--- src/rtl/pmu_seq_ctrl_if.sv ---
// Handshake/bus bundle between the PMU sequencer and its datapath (SIPO, key store, AES, PISO, scan chain).
interface pmu_seq_ctrl_if #(
  parameter int unsigned INSTR_W = 4
);
  logic               en;
  logic               data_i;
  logic               aes_done;
  logic               sipo_en;
  logic               sipo_send;
  logic [INSTR_W-1:0] instr_o;
  logic               key_write;
  logic               aes_start;
  logic               aes_clr;
  logic               piso_load;
  logic               piso_en;
  logic               sc_en;
  logic               sc_clear;
  logic               busy;
  logic               err;
  logic [2:0]         state_o;

  modport master (
    output en, data_i, aes_done,
    input  sipo_en, sipo_send, instr_o, key_write, aes_start, aes_clr,
           piso_load, piso_en, sc_en, sc_clear, busy, err, state_o
  );

  modport slave (
    input  en, data_i, aes_done,
    output sipo_en, sipo_send, instr_o, key_write, aes_start, aes_clr,
           piso_load, piso_en, sc_en, sc_clear, busy, err, state_o
  );
endinterface

--- src/rtl/pmu_seq_ctrl.sv ---
// PMU sequencer: decodes a serial instruction, steers the payload through SIPO into the key store or
// inverse AES, then shifts the plaintext through the PISO into the scan chain.
module pmu_seq_ctrl #(
  parameter int unsigned BLOCK_W     = 128,
  parameter int unsigned INSTR_W     = 4,
  parameter int unsigned AES_TIMEOUT = 64
) (
  input  logic                 clk,
  input  logic                 rst,
  pmu_seq_ctrl_if.slave        bus
);

  localparam int unsigned CNT_W = $clog2(BLOCK_W + 1);
  localparam int unsigned TMR_W = $clog2(AES_TIMEOUT);

  localparam logic [CNT_W-1:0]   BLOCK_LAST  = CNT_W'(BLOCK_W - 1);
  localparam logic [CNT_W-1:0]   INSTR_LAST  = CNT_W'(INSTR_W - 1);
  localparam logic [TMR_W-1:0]   TMR_LAST    = TMR_W'(AES_TIMEOUT - 1);
  localparam logic [INSTR_W-1:0] OP_LOAD_KEY = INSTR_W'(1);
  localparam logic [INSTR_W-1:0] OP_DECRYPT  = INSTR_W'(2);
  localparam logic [INSTR_W-1:0] OP_CLEAR    = INSTR_W'(3);

  typedef enum logic [2:0] {
    S_IDLE    = 3'd0,
    S_INSTR   = 3'd1,
    S_LOAD    = 3'd2,
    S_DECRYPT = 3'd3,
    S_SHIFT   = 3'd4,
    S_CLEAR   = 3'd5
  } state_e;

  state_e             state_q, state_d;
  logic [CNT_W-1:0]   cnt_q, cnt_d;
  logic [TMR_W-1:0]   tmr_q, tmr_d;
  logic [INSTR_W-1:0] instr_q, instr_d;
  logic [INSTR_W-1:0] instr_sh;
  logic               err_q, err_d;
  logic               sipo_send_q, sipo_send_d;
  logic               key_write_q, key_write_d;
  logic               aes_start_q, aes_start_d;
  logic               aes_clr_q, aes_clr_d;
  logic               piso_load_q, piso_load_d;

  assign instr_sh = {instr_q[INSTR_W-2:0], bus.data_i};

  always_ff @(posedge clk) begin
    if (rst) begin
      state_q     <= S_IDLE;
      cnt_q       <= '0;
      tmr_q       <= '0;
      instr_q     <= '0;
      err_q       <= 1'b0;
      sipo_send_q <= 1'b0;
      key_write_q <= 1'b0;
      aes_start_q <= 1'b0;
      aes_clr_q   <= 1'b0;
      piso_load_q <= 1'b0;
    end else begin
      state_q     <= state_d;
      cnt_q       <= cnt_d;
      tmr_q       <= tmr_d;
      instr_q     <= instr_d;
      err_q       <= err_d;
      sipo_send_q <= sipo_send_d;
      key_write_q <= key_write_d;
      aes_start_q <= aes_start_d;
      aes_clr_q   <= aes_clr_d;
      piso_load_q <= piso_load_d;
    end
  end

  always_comb begin
    state_d     = state_q;
    cnt_d       = cnt_q;
    tmr_d       = tmr_q;
    instr_d     = instr_q;
    err_d       = err_q;
    sipo_send_d = 1'b0;
    key_write_d = 1'b0;
    aes_start_d = 1'b0;
    aes_clr_d   = 1'b0;
    piso_load_d = 1'b0;
    unique case (state_q)
      S_IDLE: begin
        if (bus.en) begin
          instr_d = instr_sh;
          cnt_d   = CNT_W'(1);
          state_d = S_INSTR;
        end
      end
      S_INSTR: begin
        if (bus.en) begin
          instr_d = instr_sh;
          cnt_d   = cnt_q + CNT_W'(1);
          // Decode on the cycle the last opcode bit arrives so the payload may follow back-to-back.
          if (cnt_q == INSTR_LAST) begin
            cnt_d = '0;
            if (instr_sh == OP_LOAD_KEY || instr_sh == OP_DECRYPT) begin
              state_d = S_LOAD;
            end else if (instr_sh == OP_CLEAR) begin
              state_d = S_CLEAR;
            end else begin
              err_d   = 1'b1;
              state_d = S_IDLE;
            end
          end
        end
      end
      S_LOAD: begin
        if (bus.en) begin
          if (cnt_q == BLOCK_LAST) begin
            cnt_d       = '0;
            sipo_send_d = 1'b1;
            if (instr_q == OP_DECRYPT) begin
              aes_start_d = 1'b1;
              tmr_d       = '0;
              state_d     = S_DECRYPT;
            end else begin
              key_write_d = 1'b1;
              state_d     = S_IDLE;
            end
          end else begin
            cnt_d = cnt_q + CNT_W'(1);
          end
        end
      end
      S_DECRYPT: begin
        tmr_d = tmr_q + TMR_W'(1);
        if (bus.aes_done) begin
          piso_load_d = 1'b1;
          cnt_d       = '0;
          state_d     = S_SHIFT;
        end else if (tmr_q == TMR_LAST) begin
          err_d     = 1'b1;
          aes_clr_d = 1'b1;
          state_d   = S_IDLE;
        end
      end
      S_SHIFT: begin
        if (cnt_q == BLOCK_LAST) begin
          cnt_d   = '0;
          state_d = S_IDLE;
        end else begin
          cnt_d = cnt_q + CNT_W'(1);
        end
      end
      S_CLEAR: state_d = S_IDLE;
      default: state_d = S_IDLE;
    endcase
  end

  // Outputs are forced low while rst is high so nothing leaks out on the reset cycle itself.
  always_comb begin
    bus.sipo_en   = 1'b0;
    bus.sipo_send = 1'b0;
    bus.instr_o   = '0;
    bus.key_write = 1'b0;
    bus.aes_start = 1'b0;
    bus.aes_clr   = 1'b0;
    bus.piso_load = 1'b0;
    bus.piso_en   = 1'b0;
    bus.sc_en     = 1'b0;
    bus.sc_clear  = 1'b0;
    bus.busy      = 1'b0;
    bus.err       = 1'b0;
    bus.state_o   = '0;
    if (!rst) begin
      bus.sipo_en   = (state_q == S_LOAD) && bus.en;
      bus.sipo_send = sipo_send_q;
      bus.instr_o   = instr_q;
      bus.key_write = key_write_q;
      bus.aes_start = aes_start_q;
      bus.aes_clr   = aes_clr_q || (state_q == S_CLEAR);
      bus.piso_load = piso_load_q;
      bus.piso_en   = (state_q == S_SHIFT);
      bus.sc_en     = (state_q == S_SHIFT);
      bus.sc_clear  = (state_q == S_CLEAR);
      bus.busy      = (state_q != S_IDLE);
      bus.err       = err_q;
      bus.state_o   = state_q;
    end
  end

endmodule

--- src/flat_wrapper.sv ---
// flat-port wrapper written by rule: the top's interface ports become plain ports
module pmu_seq_ctrl_flat 
#(
  parameter int unsigned BLOCK_W     = 128,
  parameter int unsigned INSTR_W     = 4,
  parameter int unsigned AES_TIMEOUT = 64
)
  (clk, rst, bus_en, bus_data_i, bus_aes_done, bus_sipo_en, bus_sipo_send, bus_instr_o, bus_key_write, bus_aes_start, bus_aes_clr, bus_piso_load, bus_piso_en, bus_sc_en, bus_sc_clear, bus_busy, bus_err, bus_state_o);
  pmu_seq_ctrl_if #(.INSTR_W(INSTR_W)) bus_i ();
  input  logic clk;
  input  logic rst;
  input wire logic [$bits(bus_i.en)-1:0] bus_en;
  input wire logic [$bits(bus_i.data_i)-1:0] bus_data_i;
  input wire logic [$bits(bus_i.aes_done)-1:0] bus_aes_done;
  output wire logic [$bits(bus_i.sipo_en)-1:0] bus_sipo_en;
  output wire logic [$bits(bus_i.sipo_send)-1:0] bus_sipo_send;
  output wire logic [$bits(bus_i.instr_o)-1:0] bus_instr_o;
  output wire logic [$bits(bus_i.key_write)-1:0] bus_key_write;
  output wire logic [$bits(bus_i.aes_start)-1:0] bus_aes_start;
  output wire logic [$bits(bus_i.aes_clr)-1:0] bus_aes_clr;
  output wire logic [$bits(bus_i.piso_load)-1:0] bus_piso_load;
  output wire logic [$bits(bus_i.piso_en)-1:0] bus_piso_en;
  output wire logic [$bits(bus_i.sc_en)-1:0] bus_sc_en;
  output wire logic [$bits(bus_i.sc_clear)-1:0] bus_sc_clear;
  output wire logic [$bits(bus_i.busy)-1:0] bus_busy;
  output wire logic [$bits(bus_i.err)-1:0] bus_err;
  output wire logic [$bits(bus_i.state_o)-1:0] bus_state_o;
  assign bus_i.en = bus_en;
  assign bus_i.data_i = bus_data_i;
  assign bus_i.aes_done = bus_aes_done;
  assign bus_sipo_en = bus_i.sipo_en;
  assign bus_sipo_send = bus_i.sipo_send;
  assign bus_instr_o = bus_i.instr_o;
  assign bus_key_write = bus_i.key_write;
  assign bus_aes_start = bus_i.aes_start;
  assign bus_aes_clr = bus_i.aes_clr;
  assign bus_piso_load = bus_i.piso_load;
  assign bus_piso_en = bus_i.piso_en;
  assign bus_sc_en = bus_i.sc_en;
  assign bus_sc_clear = bus_i.sc_clear;
  assign bus_busy = bus_i.busy;
  assign bus_err = bus_i.err;
  assign bus_state_o = bus_i.state_o;
  pmu_seq_ctrl #(.BLOCK_W(BLOCK_W), .INSTR_W(INSTR_W), .AES_TIMEOUT(AES_TIMEOUT)) u_core (.clk(clk), .rst(rst), .bus(bus_i));
endmodule
--- config.mk ---
export PLATFORM = sky130hd
export DESIGN_NAME = pmu_seq_ctrl_flat
export DESIGN_NICKNAME = d
export VERILOG_FILES = /design/src/rtl/pmu_seq_ctrl_if.sv /design/src/rtl/pmu_seq_ctrl.sv /design/src/flat_wrapper.sv
export SDC_FILE = /design/constraint.sdc
export NUM_CORES = 1
export LEC_CHECK = 0
export ABC_AREA = 1
export BUFFER_PORTS_ARGS = -buffer_cell sky130_fd_sc_hd__buf_2
export CAP_MARGIN = 20
export CORE_MARGIN = 4
export CORE_UTILIZATION = 25
export DETAILED_ROUTE_END_ITERATION = 12
export PLACE_DENSITY = 0.37
export SLEW_MARGIN = 20
export SYNTH_ARGS = -nofsm -noshare
export SYNTH_HDL_FRONTEND = slang
export SYNTH_SLANG_ARGS = --single-unit
--- constraint.sdc ---
create_clock -name clk -period 4.1 [get_ports clk]
set_input_delay 1.025 -clock clk [delete_from_list [all_inputs] [get_ports clk]]
set_output_delay 1.025 -clock clk [all_outputs]
set_load 0.05 [all_outputs]
# Word-level counts from Yosys, hierarchy flattened
# Cells that the tools add are included.
# word_totals
latchBits	0
regBits	27
inputBits	5
out_inout_bits	18
word_cells	106
mem_bits_rw	0
n_memories	0
romBits	0
# classes
eq_ne	25
n_mux	47
bitwise	4
n_mul	0
n_reduce_logical	18
n_lt_le_gt_ge	0
addsub	2
n_div	0
shift	0
# op_table
cell	count
8-bit 2-to-1 mux	6
8-bit one-hot mux with 5 select lines	1
3-bit 2-to-1 mux	11
1-bit 2-to-1 mux	21
6-bit 2-to-1 mux	3
3-bit one-hot mux with 5 select lines	1
2-bit != test (second input constant)	7
7-bit AND reduction	2
4-bit by 2-bit equality test with 1-bit output (second input constant)	3
6-bit one-hot mux with 2 select lines	1
2-bit by 1-bit != test with 1-bit output (second input constant)	5
8-bit by 1-bit adder with 8-bit output (second input constant)	1
8-bit by 2-bit equality test with 1-bit output (second input constant)	1
8-bit by 7-bit equality test with 1-bit output (second input constant)	1
6-bit by 1-bit adder with 6-bit output (second input constant)	1
3-bit by 2-bit equality test with 1-bit output (second input constant)	2
3-bit equality test (second input constant)	2
6-bit equality test (second input constant)	1
3-bit OR reduction	2
5-bit AND reduction	1
5-bit nonzero test	1
4-bit by 1-bit equality test with 1-bit output (second input constant)	1
4-bit 2-to-1 mux	1
1-bit inverter	4
13 further kinds	16

# Logic depth before layout (Yosys ltp)
# depth
depth_word	6
depth_mapped	10
ltp_nobuf	10

# Worst setup path after synthesis
# OpenSTA, ideal clock, no wires.
# synth_timing
kind	input to output
startpoint	in rst
endpoint	out bus_aes_clr
t_required_ps	3075
cell_stages	3
n_path_buf	2
path_slack_ps	572
t_arrival_ps	2503
cell_sequence	clkbuf_1 clkbuf_1 o21ai_0
# synth_between
elab_chain_cells	1
# synth_lines
element	line_no	text
start: declaration	flat_wrapper.sv:11	input logic rst;
1-bit 2-to-1 mux	pmu_seq_ctrl.sv:167	if (!rst) begin
end: declaration	flat_wrapper.sv:20	output wire logic [$bits(bus_i.aes_clr)-1:0] bus_aes_clr;
# Every way passes these cells.

# Worst setup path after layout
# layout_timing
startpoint	in rst
endpoint	out bus_err
# layout_between
elab_chain_cells	1
# layout_lines
element	line_no	text
1-bit 2-to-1 mux	pmu_seq_ctrl.sv:167	
end: declaration	flat_wrapper.sv:26	output wire logic [$bits(bus_i.err)-1:0] bus_err;
# Every way passes these cells.

==> metrics.md <==
| Metric | Value |
|---|---|
| Placed Cells incl. Taps | `352` |
| Slowest CP cell | `inv_1` |
| Start point of the worst min-delay path | `u_core.err_q$_SDFFE_PP0P_` |
| N_diodes | `0` |
| Hold Buf Count CTS | `0` |
| Post-CTS setup buffers | `0` |
| DR iter-0 viols | `43` |
| CP Cell Sequence | `buf_2, inv_1, nand2_1, inv_1, buf_2` |
| PwrDens | `517 nW/um^2` |
| Clock skew | `4.77 ps` |
| First-pass GRT wire length | `6.95 mm` |
| Commonest cells after routing, fill and taps aside | `70 x nand2_1, 51 x nor2_1, 32 x inv_1` |
| RePlAce Congestion | `0.779` |
| Synth Warn # | `0` |
| Die Wd | `88.2 um` |
| CP Launch Type | `primary input` |
| Die area | `7780 um^2` |
| Largest net degree at the start of global routing | `26` |
| Initial Utilization | `0.264` |
| Final Max Tran Viols | `0` |
| I/O pin count | `23` |
| Maximum fanout along the worst path | `12` |
| Post-route ant nets | `0` |
| CTS tree | `built` |
| Fin cells | `356` |
| #FFs+latches synth | `27` |
| R2R cell count | `5` |
| CTS Root Buffer Type | `clkbuf_8` |
| Total negative slack | `0 ps` |
| Routed via count | `1562` |
| Sequential-to-total area share from yosys stat | `0.336` |
| Nets | `289` |
| H-tree depth | `1` |
| Total power | `0.000945 W` |
| Critical Path RT | `3070 ps` |
| Hold Crit Depth | `2` |
| Die Height | `88.2 um` |
| Mean routed wirelength per cell | `11.4 um` |
| Mean post-synth cell area | `6.16 um^2` |
| Most common cell after layout, fill and taps aside | `nand2_1` |
| CP Class | `in2out` |
| Clk sinks | `27` |
| Layout area overhead | `13.5%` |
| Netlist Area Pre-Place | `1610 um^2` |
| Synthesized Nets | `268` |
| Core ar. | `6100 um^2` |
| Worst slew pin tran | `525 ps` |
| Slowest stage delay, CP | `350 ps` |
| Crit path DAT | `1920 ps` |
| Post-CTS sizing | `0` |
| WL final | `4.07 mm` |
| Gr ovfl total | `0` |
| Worst-case clock buffer depth | `2` |
| Reg clk slew, reported paths | `100 ps` |
| Status | `finished clean` |
| Pleak | `0.850 nW` |
| GRT Total Usage | `0.113` |
| Clk Latency, worst-skew pair | `270 ps` |
| Worst hold slack | `461 ps` |
| Dpl hpwl | `3.16 mm` |
| Reg2Reg Setup Slack | `2310 ps` |
| IO Port Bufs | `22` |
| RSZ-0062 raised after global routing | `no` |
| Layout cells sized above 1 | `0.149` |
| Fin util | `0.300` |
| DRC viols | `0` |
| Max-cap violations | `0` |
| Antenna violations before repair | `0` |
| Netlist cell types | `28` |
| Drt via density | `4.39` |
| CP Capture Type | `output pin` |
| # rows | `28` |
| FF-to-FF Start | `u_core.state_q[1]$_SDFFE_PP0P_` |
| Slew headroom | `0.649` |
| Tcrit/Tclk final | `0.719` |
| Vias in the first global route | `1448` |
| Hold endpoint | `u_core.err_q$_SDFFE_PP0P_` |
| # setup viols final | `0` |
| Final min period | `2950 ps` |
| Fmax | `0.339 GHz` |
| Fillers | `697` |
| Final Hold Viols | `0` |
| Worst reg2reg endpoint | `u_core.cnt_q[2]$_SDFFE_PP0P_` |
| TritonCTS buffer count | `3` |
| Cells after Synth | `261` |
| Max VDD drop | `0.000285 V` |
| Hold Crit Class | `reg2reg` |
| First-pass DRT Iterations | `4` |
through the flow:
stage | instance area, um^2 | worst slack (ps)
2_1_floorplan | 1610 | 572
3_3_place_gp | 1780 | 1160
3_5_place_dp | 1780 | 1150
4_1_cts | 1830 | 1140
5_1_grt | 1830 | 1060
6_report | 1830 | 1150
Yosys cell counts:
library cell  instances  area, um^2
nand2_1              70         263
nor2_1               51         191
inv_1                32         120
dfxtp_1              27         541
nand3_1              19        95.1
a21oi_1              14        70.1
o21ai_0               9        45.0
nand4_1               6        37.5
clkbuf_1              4        15.0
inv_2                 3        11.3
nor3_1                3        15.0
ha_1                  2        25.0
nand3_2               2        20.0
nor2_2                2        12.5
nor2_4                2        22.5
o21ai_2               2        17.5
or2_2                 2        12.5
and2_1                1        6.26
buf_2                 1        5.00
buf_4                 1        7.51
buf_6                 1        11.3
nand2_2               1        6.26
nor4_1                1        6.26
o211ai_1              1        7.51
o211ai_2              1        12.5
o21ai_4               1        16.3
o21bai_1              1        7.51
xnor2_1               1        8.76
worst max-delay path by stage:
stage	start	end	slack (ps)	depth (start not counted)
after global placement	rst	bus_err	1160	5
after detailed placement	rst	bus_aes_clr	1150	5
after global routing	rst	bus_err	1060	5
after CTS	rst	bus_aes_clr	1140	5
after floorplan	rst	bus_aes_clr	570	3
final	rst	bus_err	1150	5
power by group:
part           switching (W)  internal [W]  leakage, nW
registers          0.0000387      0.000298        0.219
clock network      0.0000867     0.0000697       0.0228
logic               0.000333      0.000119        0.608
worst max-delay path: cells and delay by family:
family,cells,cell delay [ps]
buffers and inverters,4,770
and+or+nand+nor,1,120
metal layers:
layer	vias to the layer above	share of wire	wire [um]	global-route usage
li1	859	-	-	-
met1	683	0.51	2080	0.156
met2	18	0.45	1820	0.184
met3	2	0.035	142	0.0242
met4	0	0.0071	29	0.0206
met5	-	0	0	0
state kept, by name, summed over array words and instances, names as in the netlist:
signal	flops
u_core.sipo_send_q	1
u_core.state_q	3
u_core.aes_clr_q	1
u_core.instr_q	4
u_core.err_q	1
u_core.key_write_q	1
u_core.aes_start_q	1
u_core.cnt_q	8
u_core.piso_load_q	1
u_core.tmr_q	6
cell families after synthesis:
logic type      after synthesis  share of synthesized area
compound gates               29                      0.110
xor+xnor                      1                    0.00544
fa+ha+maj                     2                     0.0155
buf+inv                      42                      0.106
flops                        27                      0.336
simple gates                160                      0.428
final cells by class:
cell class / instances / area (um^2) / area share
clock buffers: 4 / 45.0 / 0.0247
inverters: 35 / 131 / 0.0719
multi-input cells: 192 / 898 / 0.492
flip-flops and latches: 27 / 541 / 0.296
well taps: 75 / 93.8 / 0.0514
repair buffers: 23 / 118 / 0.0644
(Power assumes the default switching activity.)
